**src/rtl/elastic_stage_reg_pkg.sv**
```systemverilog
// Shared constants for the elastic pipeline stage register.
//   MAX_DEPTH       largest legal number of slots
//   DEF_BIT_NUMBER  default width of one channel
//   DEF_CHANNELS    default number of packed channels
//   CH_PC/CH_INSTR  default channel indices (program counter, instruction word)
//   channel_lsb()   lowest bit of channel `ch` inside a packed word
package elastic_stage_reg_pkg;

    localparam int MAX_DEPTH      = 4;
    localparam int DEF_BIT_NUMBER = 32;
    localparam int DEF_CHANNELS   = 2;
    localparam int CH_PC          = 0;
    localparam int CH_INSTR       = 1;

    function automatic int channel_lsb(input int ch, input int bit_number);
        return ch * bit_number;
    endfunction

endpackage

```
**src/rtl/elastic_slot.sv**
```systemverilog
// One storage slot of the elastic stage: a valid bit and a data word.
//   clk        rising-edge clock
//   rst        asynchronous active-low reset (clears valid and data)
//   clear      synchronous squash: valid and data go to 0 at the next edge
//   load       slot is allowed to advance this cycle
//   src_valid  the upstream neighbour offers a word
//   src_data   that word
//   valid      registered valid bit
//   data       registered data word
// A loading slot takes src_valid as its new valid bit; data is only
// overwritten when a word actually arrives, so an emptied slot keeps its
// stale data.
module elastic_slot
    import elastic_stage_reg_pkg::*;
#(
    parameter int WIDTH = DEF_CHANNELS * DEF_BIT_NUMBER
) (
    input  logic             clk,
    input  logic             rst,
    input  logic             clear,
    input  logic             load,
    input  logic             src_valid,
    input  logic [WIDTH-1:0] src_data,
    output logic             valid,
    output logic [WIDTH-1:0] data
);

    logic             valid_d, valid_q;
    logic [WIDTH-1:0] data_d,  data_q;

    always_comb begin
        valid_d = valid_q;
        data_d  = data_q;
        if (clear) begin
            valid_d = 1'b0;
            data_d  = '0;
        end else if (load) begin
            valid_d = src_valid;
            if (src_valid) begin
                data_d = src_data;
            end
        end
    end

    always_ff @(posedge clk or negedge rst) begin
        if (!rst) begin
            valid_q <= 1'b0;
            data_q  <= '0;
        end else begin
            valid_q <= valid_d;
            data_q  <= data_d;
        end
    end

    assign valid = valid_q;
    assign data  = data_q;

endmodule

```
**src/rtl/elastic_stage_reg.sv**
```systemverilog
// Parametrised pipeline stage register (e.g. EXE->MEM, MEM->WB).
// Carries CHANNELS packed fields of BIT_NUMBER bits through DEPTH slots.
//   clk        rising-edge clock
//   rst        asynchronous active-low reset
//   freeze     stall: every slot holds, no handshake completes
//   flush      squash: every slot is cleared at the next edge
//   in_valid   / in_ready  / in_data   upstream handshake and word
//   out_valid  / out_ready / out_data  downstream handshake and word (last slot)
//   occupancy  number of valid slots (from registered valid bits)
//
// Handshake: a word moves across a port on a rising edge where valid and
// ready are both 1 at that port. valid never depends on ready of the same
// port; in_ready depends on out_ready combinationally (bubble collapse),
// which for DEPTH=1 is a direct out_ready->in_ready path. Both in_ready and
// out_valid are forced low during freeze and flush, so no transfer completes
// while the stage is stalled or being squashed.
module elastic_stage_reg
    import elastic_stage_reg_pkg::*;
#(
    parameter int BIT_NUMBER = DEF_BIT_NUMBER,
    parameter int CHANNELS   = DEF_CHANNELS,
    parameter int DEPTH      = 1
) (
    input  logic                           clk,
    input  logic                           rst,
    input  logic                           freeze,
    input  logic                           flush,
    input  logic                           in_valid,
    output logic                           in_ready,
    input  logic [CHANNELS*BIT_NUMBER-1:0] in_data,
    output logic                           out_valid,
    input  logic                           out_ready,
    output logic [CHANNELS*BIT_NUMBER-1:0] out_data,
    output logic [$clog2(DEPTH+1)-1:0]     occupancy
);

    localparam int W     = CHANNELS * BIT_NUMBER;
    localparam int OCC_W = $clog2(DEPTH + 1);

    if (DEPTH < 1 || DEPTH > MAX_DEPTH) begin : g_bad_depth
        $fatal(1, "elastic_stage_reg: DEPTH must be in 1..%0d", MAX_DEPTH);
    end

    logic [DEPTH-1:0] slot_valid;
    logic [DEPTH-1:0] slot_rdy;
    logic [DEPTH-1:0] slot_load;
    logic [DEPTH-1:0] slot_src_valid;
    logic [W-1:0]     slot_data     [DEPTH];
    logic [W-1:0]     slot_src_data [DEPTH];
    logic             in_fire;

    // A slot can take a word if it is empty or if the slot after it can
    // move on this cycle; this lets words close up gaps (bubble collapse).
    always_comb begin
        slot_rdy = '0;
        slot_rdy[DEPTH-1] = !slot_valid[DEPTH-1] | out_ready;
        for (int i = DEPTH - 2; i >= 0; i--) begin
            slot_rdy[i] = !slot_valid[i] | slot_rdy[i+1];
        end
    end

    // in_ready is also held low during reset so nothing looks accepted
    // while the slots are being cleared.
    always_comb begin
        in_ready  = slot_rdy[0] & !freeze & !flush & rst;
        out_valid = slot_valid[DEPTH-1] & !freeze & !flush;
        out_data  = slot_data[DEPTH-1];
        in_fire   = in_valid & in_ready;
    end

    // Slot 0 is fed from the input port, every later slot from its
    // predecessor. Freeze blocks all loads; flush is handled by clear,
    // which wins over load inside the slot.
    always_comb begin
        slot_src_valid    = '0;
        slot_src_valid[0] = in_fire;
        slot_src_data[0]  = in_data;
        for (int i = 1; i < DEPTH; i++) begin
            slot_src_valid[i] = slot_valid[i-1];
            slot_src_data[i]  = slot_data[i-1];
        end
        slot_load = slot_rdy & {DEPTH{!freeze}};
    end

    for (genvar g = 0; g < DEPTH; g++) begin : g_slot
        elastic_slot #(
            .WIDTH (W)
        ) u_slot (
            .clk       (clk),
            .rst       (rst),
            .clear     (flush),
            .load      (slot_load[g]),
            .src_valid (slot_src_valid[g]),
            .src_data  (slot_src_data[g]),
            .valid     (slot_valid[g]),
            .data      (slot_data[g])
        );
    end

    always_comb begin
        occupancy = '0;
        for (int i = 0; i < DEPTH; i++) begin
            occupancy = occupancy + OCC_W'(slot_valid[i]);
        end
    end

endmodule
```
**config.mk**
```make
export PLATFORM = sky130hd
export DESIGN_NAME = elastic_stage_reg
export DESIGN_NICKNAME = d
export VERILOG_FILES = /design/src/rtl/elastic_stage_reg_pkg.sv /design/src/rtl/elastic_slot.sv /design/src/rtl/elastic_stage_reg.sv
export SDC_FILE = /design/constraint.sdc
export NUM_CORES = 1
export LEC_CHECK = 0
export ABC_AREA = 0
export BUFFER_PORTS_ARGS = -buffer_cell sky130_fd_sc_hd__buf_2
export CAP_MARGIN = 20
export CORE_AREA = 2 2 97 99
export DETAILED_ROUTE_END_ITERATION = 7
export DIE_AREA = 0 0 99 101
export GPL_TIMING_DRIVEN = 0
export PLACE_DENSITY_LB_ADDON = 0.2
export SETUP_SLACK_MARGIN = 0.15
export SLEW_MARGIN = 20
export SYNTH_ARGS = -nofsm -noshare
export SYNTH_HDL_FRONTEND = slang
export SYNTH_SLANG_ARGS = --single-unit
```
**constraint.sdc**
```tcl
create_clock -name clk -period 1.5 [get_ports clk]
set_input_delay 0 -clock clk [delete_from_list [all_inputs] [get_ports clk]]
set_output_delay 0 -clock clk [all_outputs]
set_load 0.02 [all_outputs]
```
* Yosys cells after proc, flatten, opt, wreduce, memory -nomap -nowiden
Index checks and enable logic that the tools add are counted.
Cells by class: mux-type cells 5, bitwise gates (word level) 7, reductions and logical operators 6
Operator list (count):
- $mux W64 | 3
- $and A1 B1 Y1 | 6
- $reduce_bool A2 Y1 | 2
- $logic_not A1 Y1 | 3
- $mux W1 | 2
- $reduce_and A2 Y1 | 1
- $or A1 B1 Y1 | 1
Storage, ports and cells: register bits 65, input port bits 70, output and inout port bits 67

* Logic depth before layout (Yosys ltp)
Gate-level depths: netlist (run 1).
depth in word-level cells 9, depth in mapped cells 6, gate-level depth less buffers 3

* By module
From an unflattened synthesis (run 1), not the netlist that was laid out.
Second synthesis, totals: cell total of the unflattened synthesis 300, area total of the unflattened synthesis 3201.8 µm²
Modules (own cells, without submodules):
- elastic_slot | times used 1, cells each 294, area each 3145.5 µm², seq. area each 1626.6 µm²
- elastic_stage_reg | times used 1, cells each 6, area each 56.3 µm², seq. area each 0.0 µm²

* Worst setup path before layout (run 1)
Ideal clock, no wire load.
kind register to output, start point register g_slot[0].u_slot.valid_q, end point output in_ready, arrival 1512 ps, setup slack -12 ps, cell stages (with the launch flop) 4, path buffers 1, cells stage by stage dfrtp_1 -> nor2b_1 -> clkbuf_1 -> nor4b_1
On the way: cells in the longest elaborated chain, start to end 5
Ends and longest elaborated chain:
- from (decl) | RTL line elastic_slot.sv:28 | logic valid_d, valid_q;
- from (signal assigned) | RTL line elastic_slot.sv:50 | valid_q <= valid_d;
- $logic_not A1 Y1 | RTL line elastic_stage_reg.sv:56 | slot_rdy[DEPTH-1] = !slot_valid[DEPTH-1] | out_ready;
- $or A1 B1 Y1 | RTL line elastic_stage_reg.sv:56
- $and A1 B1 Y1 (3 in series) | RTL line elastic_stage_reg.sv:65 | in_ready = slot_rdy[0] & !freeze & !flush & rst;
- to (decl) | RTL line elastic_stage_reg.sv:29 | output logic in_ready,
Every way passes these cells.

* Final worst setup path (run 1)
start point register g_slot[0].u_slot.valid_q, end point register g_slot[0].u_slot.data_q[26]
On the way: cells in the longest elaborated chain, start to end 8
Ends and longest elaborated chain:
- $logic_not A1 Y1 * | RTL line elastic_stage_reg.sv:56
- $or A1 B1 Y1 * | RTL line elastic_stage_reg.sv:56
- $and A1 B1 Y1 * | RTL line elastic_stage_reg.sv:65, elastic_stage_reg.sv:82
- $and A1 B1 Y1 (2 in series) | RTL line elastic_stage_reg.sv:65
- $and A1 B1 Y1 | RTL line elastic_stage_reg.sv:68 | in_fire = in_valid & in_ready;
- $reduce_bool A2 Y1 (no line)
- $reduce_and A2 Y1 (no line) *
- to (signal assigned) | RTL line elastic_slot.sv:51 | data_q <= data_d;
- to (decl) | RTL line elastic_slot.sv:29 | logic [WIDTH-1:0] data_d, data_q;
Mark *: on every way between the ends. The rest lies on a longest branch, timed or not. A chain may end at the register's enable or synchronous reset.

==> metrics.cfg, run 1 <==
[logic_synthesis]
synthesis.nets=297
postSynthCellCount=227
synthesis.area_um2=3030
muxShareOfSynthArea=0.244
synthXorXnorAreaFrac=0
ys_seq_area_frac=0.537
synth_compound_area_frac=0.0264
synth_fa_ha_area_frac=0
avgSynthCellArea_um2=13.3
synth-simple-area-share=0.159
ys_ff_latch=65
synth_top_family_by_area=multiplexers
ys_warn_count=0
synth.distinct_cells=19

[placed_design]
dp_cells=475
dpl_worst_slack_ps=-163
dpl_cell_area_um2=3900
place_congestion=0.700
hpwlAfterDp_um=5170
port_buffers=136

[grt]
grt_pass1_wl_um=12800
antenna_found_initial=0
grt_max_degree=37
grt_overflow=0
grt_usage=0.163
grt_pass1_vias=2579

[timing]
clock_skew_ps=5.36
finalCritPeriodShare=0.928
maxSlewHeadroom=0.667
tightest_slew_ps=500
timing.final.ws_setup_ps=108
setup_viol=0
slew_violations=0
holdWs_ps=144
min_period_ps=1390
rsz0062_at_grt=yes
hold_viol=0
maxClockFrequency_mhz=718

[cts]
cts.sinks=65
cts_buffer_depth=2
cts_root_buf=clkbuf_8
worstSkewPairLatency_ps=330
cts_tree=yes
clkTransAtPathRegs_ps=70
numCtsBuffers=9
htreeDepth=3

[setup_path]
crit_type=reg -> reg
start_kind=register
crit_required_ps=1710
cp_top_family=buffers and inverters
crit_chain=nand2b_1 -> buf_6 -> nand2_8 -> buf_12 -> clkbuf_16 -> mux2_4
slowest_delay_ps=410
cp-end-kind=register
reg2reg_slack_ps=110
cp.arrival_ps=1610
critPathSlowestCell=dfrtp_2
crit_buf_inv=3
cp_max_fo=5

[floorplanning]
start_util=0.338
rows=35
dieHeight_um=101
core_area_um2=8980
die_w_um=99
io_pins=137
die-area_um2=10000

[route]
drt-initial-drc-count=71
drt-total-wl_um=8040
route.detailed.drc=0
viasPerCell=4.48
detail-route-antenna-nets=0
first_pass_iters=4
wl_per_cell_um=14.3
routed-via-count=2528

[worst_hold_path]
worst_hold_path_type=in -> reg

[finish]
finalInstanceArea_um2=4960
layout_common_cells=134 x buf_2, 66 x dlygate4sd3_1, 64 x dfrtp_1
final_cells=564
final_common_cell=buf_2
syn2layout_area_growth_pct=63.7
nNetsFinal=520
drive_gt1_frac=0.506
diodes=0

[pwr]
ir_drop_mv=0.364
leakage_uw=0.00272
cellPowerDensity_nw_per_um2=762

[flow_run]
maxCapViolCount=0

[status]
outcome=finished clean

registers in the layout, indices dropped and copies added, names as in the netlist:
name and flops:
g_slot.u_slot.data 64, g_slot.u_slot.valid 1
stage by stage:
step | TNS, ps | util | power (uW)
floorplan | 0 | - | 2120
global placement | -64250 | 0.432 | 2340
detailed placement | -5360 | 0.435 | 2350
CTS | 0 | 0.545 | 3850
global route | 0 | 0.553 | 3970
finish | 0 | 0.553 | 3780
worst reg2reg max path: stages (launching register included):
cell	delay (ps)
dfrtp_2	410
nand2b_1	80
buf_6	120
nand2_8	70
buf_12	150
clkbuf_16	160
mux2_4	290
metal layers:
layer | GRT usage | part of all wire | routed length (um) | vias to the layer above
met2 | 0.266 | 0.49 | 3980 | 88
li1 | - | - | - | 1211
met4 | 0.0759 | 0.024 | 189 | 0
met1 | 0.201 | 0.42 | 3350 | 1215
met3 | 0.0465 | 0.065 | 523 | 14
met5 | 0 | 0 | 0 | -
layout make-up:
| type | instances | area (um^2) |
|---|---|---|
| Timing Repair Buffer | 212 | 1530 |
| Clock inverter | 3 | 17.5 |
| Tap cell | 111 | 139 |
| Multi-Input combinational cell | 146 | 1330 |
| Clock buffer | 11 | 151 |
| Fill cell | 776 | 4020 |
| Sequential cell | 65 | 1630 |
| Buffer | 16 | 166 |
cells by family (layout without fill, tap and decap cells):
kind of cell / after synthesis / count (layout)
and+or+nand+nor: 74 / 74
muxes: 56 / 56
buffers and inverters: 16 / 242
DFF: 65 / 65
AOI/OAI and AO/OA: 16 / 16
power by group:
part           total (uW)  switching [uW]  internal, uW  leakage [uW]
Sequential           1840            26.8          1810      0.000892
Clock                1290             628           666     0.0000871
Combinational         651             284           368       0.00174
Yosys cell counts, drive strengths merged:
library cell,instances,area share
nor3b,1,0.0025
dfrtp,65,0.54
nand2,2,0.0050
and4bb,1,0.0041
and2b,9,0.022
nand3,8,0.013
nor2b,48,0.099
nor4b,1,0.0029
mux2,56,0.24
nand4bb,1,0.0037
a21oi,8,0.013
nand3b,1,0.0025
nand2b,2,0.0041
clkbuf,8,0.0099
buf,8,0.024
o21ai,8,0.013
repair_timing:
item | 4_1_cts | 5_1_grt
hold buffers | 67 | 0
setup buffers | 4 | 0
resized for setup | 13 | 5
cloned | 2 | 2
hold endpoints to repair | 130 | 0
setup endpoints to repair | 50 | 45
worst paths after layout:
kind                                                 from                         to  cells after the start
worst max-delay path               g_slot[0].u_slot.valid  g_slot[0].u_slot.data[26]                      6
max in group asynchronous                             rst   g_slot[0].u_slot.data[8]                      4
min in group asynchronous                             rst  g_slot[0].u_slot.data[15]                      3
worst min register to register  g_slot[0].u_slot.data[55]  g_slot[0].u_slot.data[55]                      2
worst min-delay path                               freeze     g_slot[0].u_slot.valid                      4
worst max register to register     g_slot[0].u_slot.valid  g_slot[0].u_slot.data[26]                      6
Note: power is estimated with default switching activity, not from simulation.
==> run 2, diff against run 1 <==
--- a/config.mk
+++ b/config.mk
@@ -8,9 +8,9 @@
 export ABC_AREA = 0
 export BUFFER_PORTS_ARGS = -buffer_cell sky130_fd_sc_hd__buf_2
 export CAP_MARGIN = 20
-export CORE_AREA = 2 2 97 99
+export CORE_AREA = 2 2 93 95
 export DETAILED_ROUTE_END_ITERATION = 7
-export DIE_AREA = 0 0 99 101
+export DIE_AREA = 0 0 95 97
 export GPL_TIMING_DRIVEN = 0
 export PLACE_DENSITY_LB_ADDON = 0.2
 export SETUP_SLACK_MARGIN = 0.15
==> run 2 against run 1 <==
Effect of this change:
- sequential power hardly changed
- clock skew is 2.6 ps higher
- fmax is 1.8% lower
- wire length is 2.7% higher
- worst hold slack worse by 48 ps
- utilization is 7.7 points higher
- design area is 3.2% higher
- first-iteration DRC count is 14% lower
- worst setup slack worse by 25 ps
- clock-buffer cell count is 1 lower
- non-clock buffer count is 7 higher
- global-route usage is 1.6 points higher
- largest cell class unchanged
- highest routed layer unchanged
==> metrics.cfg, run 2 (same netlist as run 1, synthesis figures left out) <==
[finish]
diodes=0  ; unchanged
layout_common_cells=134 x buf_2, 67 x dlygate4sd3_1, 64 x dfrtp_1
final_common_cell=buf_2
drive_gt1_frac=0.515  ; +0.00963
largest_reg_flops=64  ; unchanged
syn2layout_area_growth_pct=69.0
fillers=650  ; -16%
nNetsFinal=527  ; +1.3%
finalInstanceArea_um2=5120  ; +3.2%

[setup_path]
crit_type=reg -> out
reg2reg_slack_ps=80  ; -30 ps
r2r_start=g_slot[0].u_slot.valid
cp.arrival_ps=1420  ; -190 ps
crit_required_ps=1500  ; -210 ps
slowest_delay_ps=420  ; about the same
reg2regPathDepth=6  ; unchanged
cp_max_fo=3  ; -2
cp-end-kind=output pin
r2r-end=g_slot[0].u_slot.data[28]
critPathSlowestCell=dfrtp_2
start_kind=register
crit_chain=nor2b_4 -> buf_6 -> nor4b_4 -> buf_4

[grt]
grt_max_degree=39  ; +5.4%
grt_usage=0.179  ; +0.0161
grt-busiest-layer=met2
grtUsageMet2=0.305  ; +0.0389
met3_usage=0.0350  ; -0.0114
grt_pass1_vias=2575  ; -0.16%
antenna_found_initial=0  ; unchanged
grt_pass1_wl_um=12700  ; -0.27%
met1_usage=0.221  ; +0.0205
grt_overflow=0  ; unchanged

[worst_hold_path]
hold_start=freeze
min_to=g_slot[0].u_slot.valid
hold_depth=4  ; unchanged
worst_hold_path_type=in -> reg

[pwr]
leakage_uw=0.00280  ; +2.9%
power.total_uw=4190  ; +11%
cellPowerDensity_nw_per_um2=818  ; +7.3%
ir_drop_mv=0.477  ; +31%

[cts]
cts_tree=yes
htreeDepth=3  ; unchanged
cts_buffer_depth=2  ; unchanged
clkTransAtPathRegs_ps=80  ; about the same
cts.sinks=65  ; unchanged
worstSkewPairLatency_ps=330  ; about the same
cts_root_buf=clkbuf_8
numCtsBuffers=9  ; unchanged

[status]
outcome=finished clean

[route]
detail-route-antenna-nets=0  ; unchanged
viasPerCell=4.53  ; +1.0%
wl_per_cell_um=14.6  ; +2.2%
drt-total-wl_um=8260  ; +2.7%
routed-via-count=2567  ; +1.5%
first_pass_iters=4  ; unchanged
route.detailed.drc=0  ; unchanged
drt-initial-drc-count=61  ; -14%

[timing]
finalCritPeriodShare=0.945  ; +0.0170
holdWs_ps=96.5  ; -47.7 ps
tightest_slew_ps=755  ; +255 ps
clock_skew_ps=7.95  ; +2.58 ps
maxSlewHeadroom=0.495  ; -0.172
setup_viol=0  ; unchanged
slew_violations=0  ; unchanged
rsz0062_at_grt=yes
min_period_ps=1420  ; +25.5 ps
maxClockFrequency_mhz=705  ; -1.8%
hold_viol=0  ; unchanged

[floorplanning]
start_util=0.373  ; +0.0350
dieHeight_um=97  ; -4.0%
die-area_um2=9220  ; -7.8%
io_pins=137  ; unchanged
rows=33  ; -5.7%
core_area_um2=8130  ; -9.4%
die_w_um=95  ; -4.0%

[placed_design]
hpwlAfterDp_um=5010  ; -3.2%
place_congestion=0.697  ; -0.40%
port_buffers=136  ; unchanged
dpl_cell_area_um2=3890  ; -0.19%

[flow_run]
maxCapViolCount=0  ; unchanged

[run 2: metal layers]
metal,vias to the layer above,part of all wire
li1,1228,-
met1,1257,0.43
met2,76,0.52
met3,6,0.039
met4,0,0.011
met5,-,0
[run 2: cell type report]
| class | instances | area, um^2 | share of cell area |
|---|---|---|---|
| clock inverters | 6 | 90.1 | 0.0176 |
| repair buffers | 219 | 1630 | 0.318 |
| flip-flops and latches | 65 | 1630 | 0.318 |
| plain buffers | 16 | 164 | 0.0320 |
| multi-input cells | 146 | 1340 | 0.262 |
| clock buffers | 10 | 138 | 0.0269 |
| well taps | 105 | 131 | 0.0257 |
[run 2: power by group]
part           internal (uW)  leakage [uW]  switching [uW]
sequential              1810      0.000892            25.9
clock                    987      0.000113             684
combinational            390       0.00180             294
total                   3190       0.00280            1000
[run 2: metrics by stage]
step	util	TNS, ps	instances	setup WS (ps)
after global placement	0.476	-62050	468	-1040
after floorplan	-	0	227	89.4
after CTS	0.607	0	559	88.4
final	0.630	0	567	82.3
after global routing	0.630	0	567	26.1
after detailed placement	0.479	-17890	469	-382
[run 2: worst max path at each step]
stage                                 from                         to  slack (ps)  depth (start not counted)
floorplan           g_slot[0].u_slot.valid  g_slot[0].u_slot.data[19]          90                          6
global placement                       rst  g_slot[0].u_slot.data[31]       -1040                          7
detailed placement                     rst  g_slot[0].u_slot.data[30]        -380                          8
CTS                 g_slot[0].u_slot.valid                   in_ready          90                          4
global route        g_slot[0].u_slot.valid                   in_ready          30                          4
finish              g_slot[0].u_slot.valid                   in_ready          80                          4
[run 2: critical path: cells and delay by family, from the launching register on]
| kind | cells | cell delay (ps) |
|---|---|---|
| buf+inv | 2 | 290 |
| flops | 1 | 420 |
| simple gates | 2 | 370 |
[run 2: repair_timing]
action,4_1_cts,5_1_grt
endpoints found under the setup margin,50,57
setup buffers,6,2
cloned,2,3
gates resized for setup,14,14
hold buffers,66,3
endpoints found under the hold margin,130,65
pin swaps,0,1
==> run 3, diff against run 2 <==
--- a/config.mk
+++ b/config.mk
@@ -13,6 +13,7 @@
 export DIE_AREA = 0 0 95 97
 export GPL_TIMING_DRIVEN = 0
 export PLACE_DENSITY_LB_ADDON = 0.2
+export REMOVE_ABC_BUFFERS = 1
 export SETUP_SLACK_MARGIN = 0.15
 export SLEW_MARGIN = 20
 export SYNTH_ARGS = -nofsm -noshare
==> run 3 against run 2 <==
Effect of this change:
- total power decreased by 5.3%
- combinational power fell by 10%
- sequential share of layout area rose by 2.3 points
- wire length down 8.3%
- critical endpoint is now g_slot[0].u_slot.data[7]
- largest cell class is now sequential cells
==> metrics.cfg, run 3 (same netlist as run 1, synthesis figures left out) <==
[status]
outcome=finished clean

[finish]
layout_common_cells=133 x buf_2, 66 x dlygate4sd3_1, 65 x dfrtp_1
nNetsFinal=502  ; -4.7%
syn2layout_area_growth_pct=57.3
fillers=689  ; +6.0%
finalInstanceArea_um2=4770  ; -6.9%
drive_gt1_frac=0.506  ; -0.00943
diodes=0  ; unchanged
largest_reg_flops=64  ; unchanged
final_common_cell=buf_2

[grt]
grt_usage=0.171  ; -0.00867
antenna_found_initial=0  ; unchanged
grt_pass1_wl_um=12400  ; -2.7%
grt_pass1_vias=2603  ; +1.1%
grt_max_degree=70  ; +79%
grt_overflow=0  ; unchanged

[setup_path]
reg2reg_slack_ps=160  ; +80 ps
crit_required_ps=1720  ; +220 ps
startpoint=g_slot[0].u_slot.valid
start_kind=register
crit_type=reg -> reg
r2r_start=g_slot[0].u_slot.valid
cp_max_fo=28  ; +25
reg2regPathDepth=3  ; -3
cp.arrival_ps=1560  ; +140 ps
cp-end-kind=register
r2r-end=g_slot[0].u_slot.data[7]
crit_end=g_slot[0].u_slot.data[7]

[timing]
clock_skew_ps=11.3  ; +3.40 ps
maxSlewHeadroom=0.661  ; +0.166
finalCritPeriodShare=0.892  ; -0.0532
hold_viol=0  ; unchanged
rsz0062_at_grt=yes
min_period_ps=1340  ; -79.8 ps
maxClockFrequency_mhz=747  ; +6.0%
setup_viol=0  ; unchanged
tightest_slew_ps=509  ; -246 ps
slew_violations=0  ; unchanged
tns_ps=0  ; unchanged

[pwr]
cellPowerDensity_nw_per_um2=832  ; +1.7%
ir_drop_mv=0.408  ; -14%
clockPowerShare=0.382  ; -0.017
internal_power_uw=3010  ; -5.6%
leakage_uw=0.00261  ; -7.0%
combPwrFrac=0.155  ; -0.008
p_sw_uw=962  ; -4.2%
p_seq_frac=0.463  ; +0.025
netSwitchingFraction=0.242  ; +0.00285

[cts]
numCtsBuffers=9  ; unchanged
cts_root_buf=clkbuf_8
clkTransAtPathRegs_ps=80  ; about the same
cts_tree=yes
htreeDepth=3  ; unchanged
cts.sinks=65  ; unchanged
worstSkewPairLatency_ps=340  ; about the same
cts_buffer_depth=2  ; unchanged

[route]
route.detailed.drc=0  ; unchanged
routed-via-count=2455  ; -4.4%
first_pass_iters=5  ; +1
drt-initial-drc-count=32  ; -48%
viasPerCell=4.53  ; about the same
wl_per_cell_um=14.0  ; -4.0%
detail-route-antenna-nets=0  ; unchanged
drt-total-wl_um=7580  ; -8.3%

[placed_design]
hpwlAfterDp_um=4290  ; -14%
port_buffers=136  ; unchanged
place_congestion=0.638  ; -8.6%
dpl_cell_area_um2=3770  ; -3.3%

[floorplanning]
dieHeight_um=97  ; unchanged
start_util=0.373  ; unchanged
die-area_um2=9220  ; unchanged
io_pins=137  ; unchanged
rows=33  ; unchanged
die_w_um=95  ; unchanged
core_area_um2=8130  ; unchanged

[worst_hold_path]
worst_hold_path_type=in -> reg
hold_start=freeze

[flow_run]
maxCapViolCount=0  ; unchanged

==> run 3: changes by cell type in the layout (fill, tap and decap cells not counted), moves of 2 or more <==
| cell | previous run | this run |
|---|---|---|
| mux2_2 | 25 | 27 |
| clkbuf_1 | 6 | 1 |
| clkbuf_16 | 3 | 0 |
| nand2_8 | 1 | 3 |
| mux2_4 | 31 | 29 |
| buf_12 | 6 | 2 |
| buf_6 | 7 | 1 |
| buf_16 | 3 | 0 |
==> run 3: worst max-delay path, stage by stage, from the launching register on <==
cell      delay, ps
dfrtp_1         430
nand2b_4        170
nand2_8         240
mux2_2          370
==> run 3: timing repair <==
item	CTS	global route
setup buffers	4	0
setup endpoints to repair	58	30
cloned	2	0
hold buffers	67	0
pin swaps	2	0
gates resized for setup	11	2
hold endpoints to repair	97	0
==> run 3: area by class of cell <==
type,count,area [um^2],area share
clock buffers,12,155,0.0325
well taps,105,131,0.0276
clock inverters,4,51.3,0.0108
multi-input cells,148,1380,0.290
repair buffers,208,1420,0.298
flip-flops and latches,65,1630,0.341
==> run 3: worst min path at each step <==
stage / depth (start not counted) / endpoint
2_1_floorplan: 0 / g_slot[0].u_slot.data[0]
3_3_place_gp: 2 / g_slot[0].u_slot.data[5]
3_5_place_dp: 1 / g_slot[0].u_slot.data[54]
4_1_cts: 4 / g_slot[0].u_slot.valid
5_1_grt: 4 / g_slot[0].u_slot.valid
6_report: 4 / g_slot[0].u_slot.valid
==> run 3: power groups by stage <==
stage / Sequential (uW) / Clock [uW] / Combinational, uW
after floorplan: 1940 / 0 / 138
after global placement: 1870 / 0 / 445
after detailed placement: 1870 / 0 / 458
after CTS: 1830 / 1590 / 620
after global routing: 1840 / 1650 / 668
final: 1840 / 1520 / 615
==> run 3: through the flow <==
| step | setup slack [ps] | total power (uW) | hold WS (ps) | std cells | utilization |
|---|---|---|---|---|---|
| after floorplan | -317 | 2080 | -296 | 211 | - |
| after global placement | -1580 | 2310 | 232 | 452 | 0.460 |
| after detailed placement | -801 | 2330 | -6.29 | 453 | 0.463 |
| after CTS | 167 | 4040 | 53.4 | 542 | 0.585 |
| after global routing | 103 | 4160 | 87.5 | 542 | 0.586 |
| final | 162 | 3970 | 72.9 | 542 | 0.586 |
==> run 3: metal layers <==
metal	part of all wire	GRT usage
met1	0.46	0.222
met5	0	0
met4	0.0082	0.0569
met2	0.47	0.278
met3	0.064	0.0397
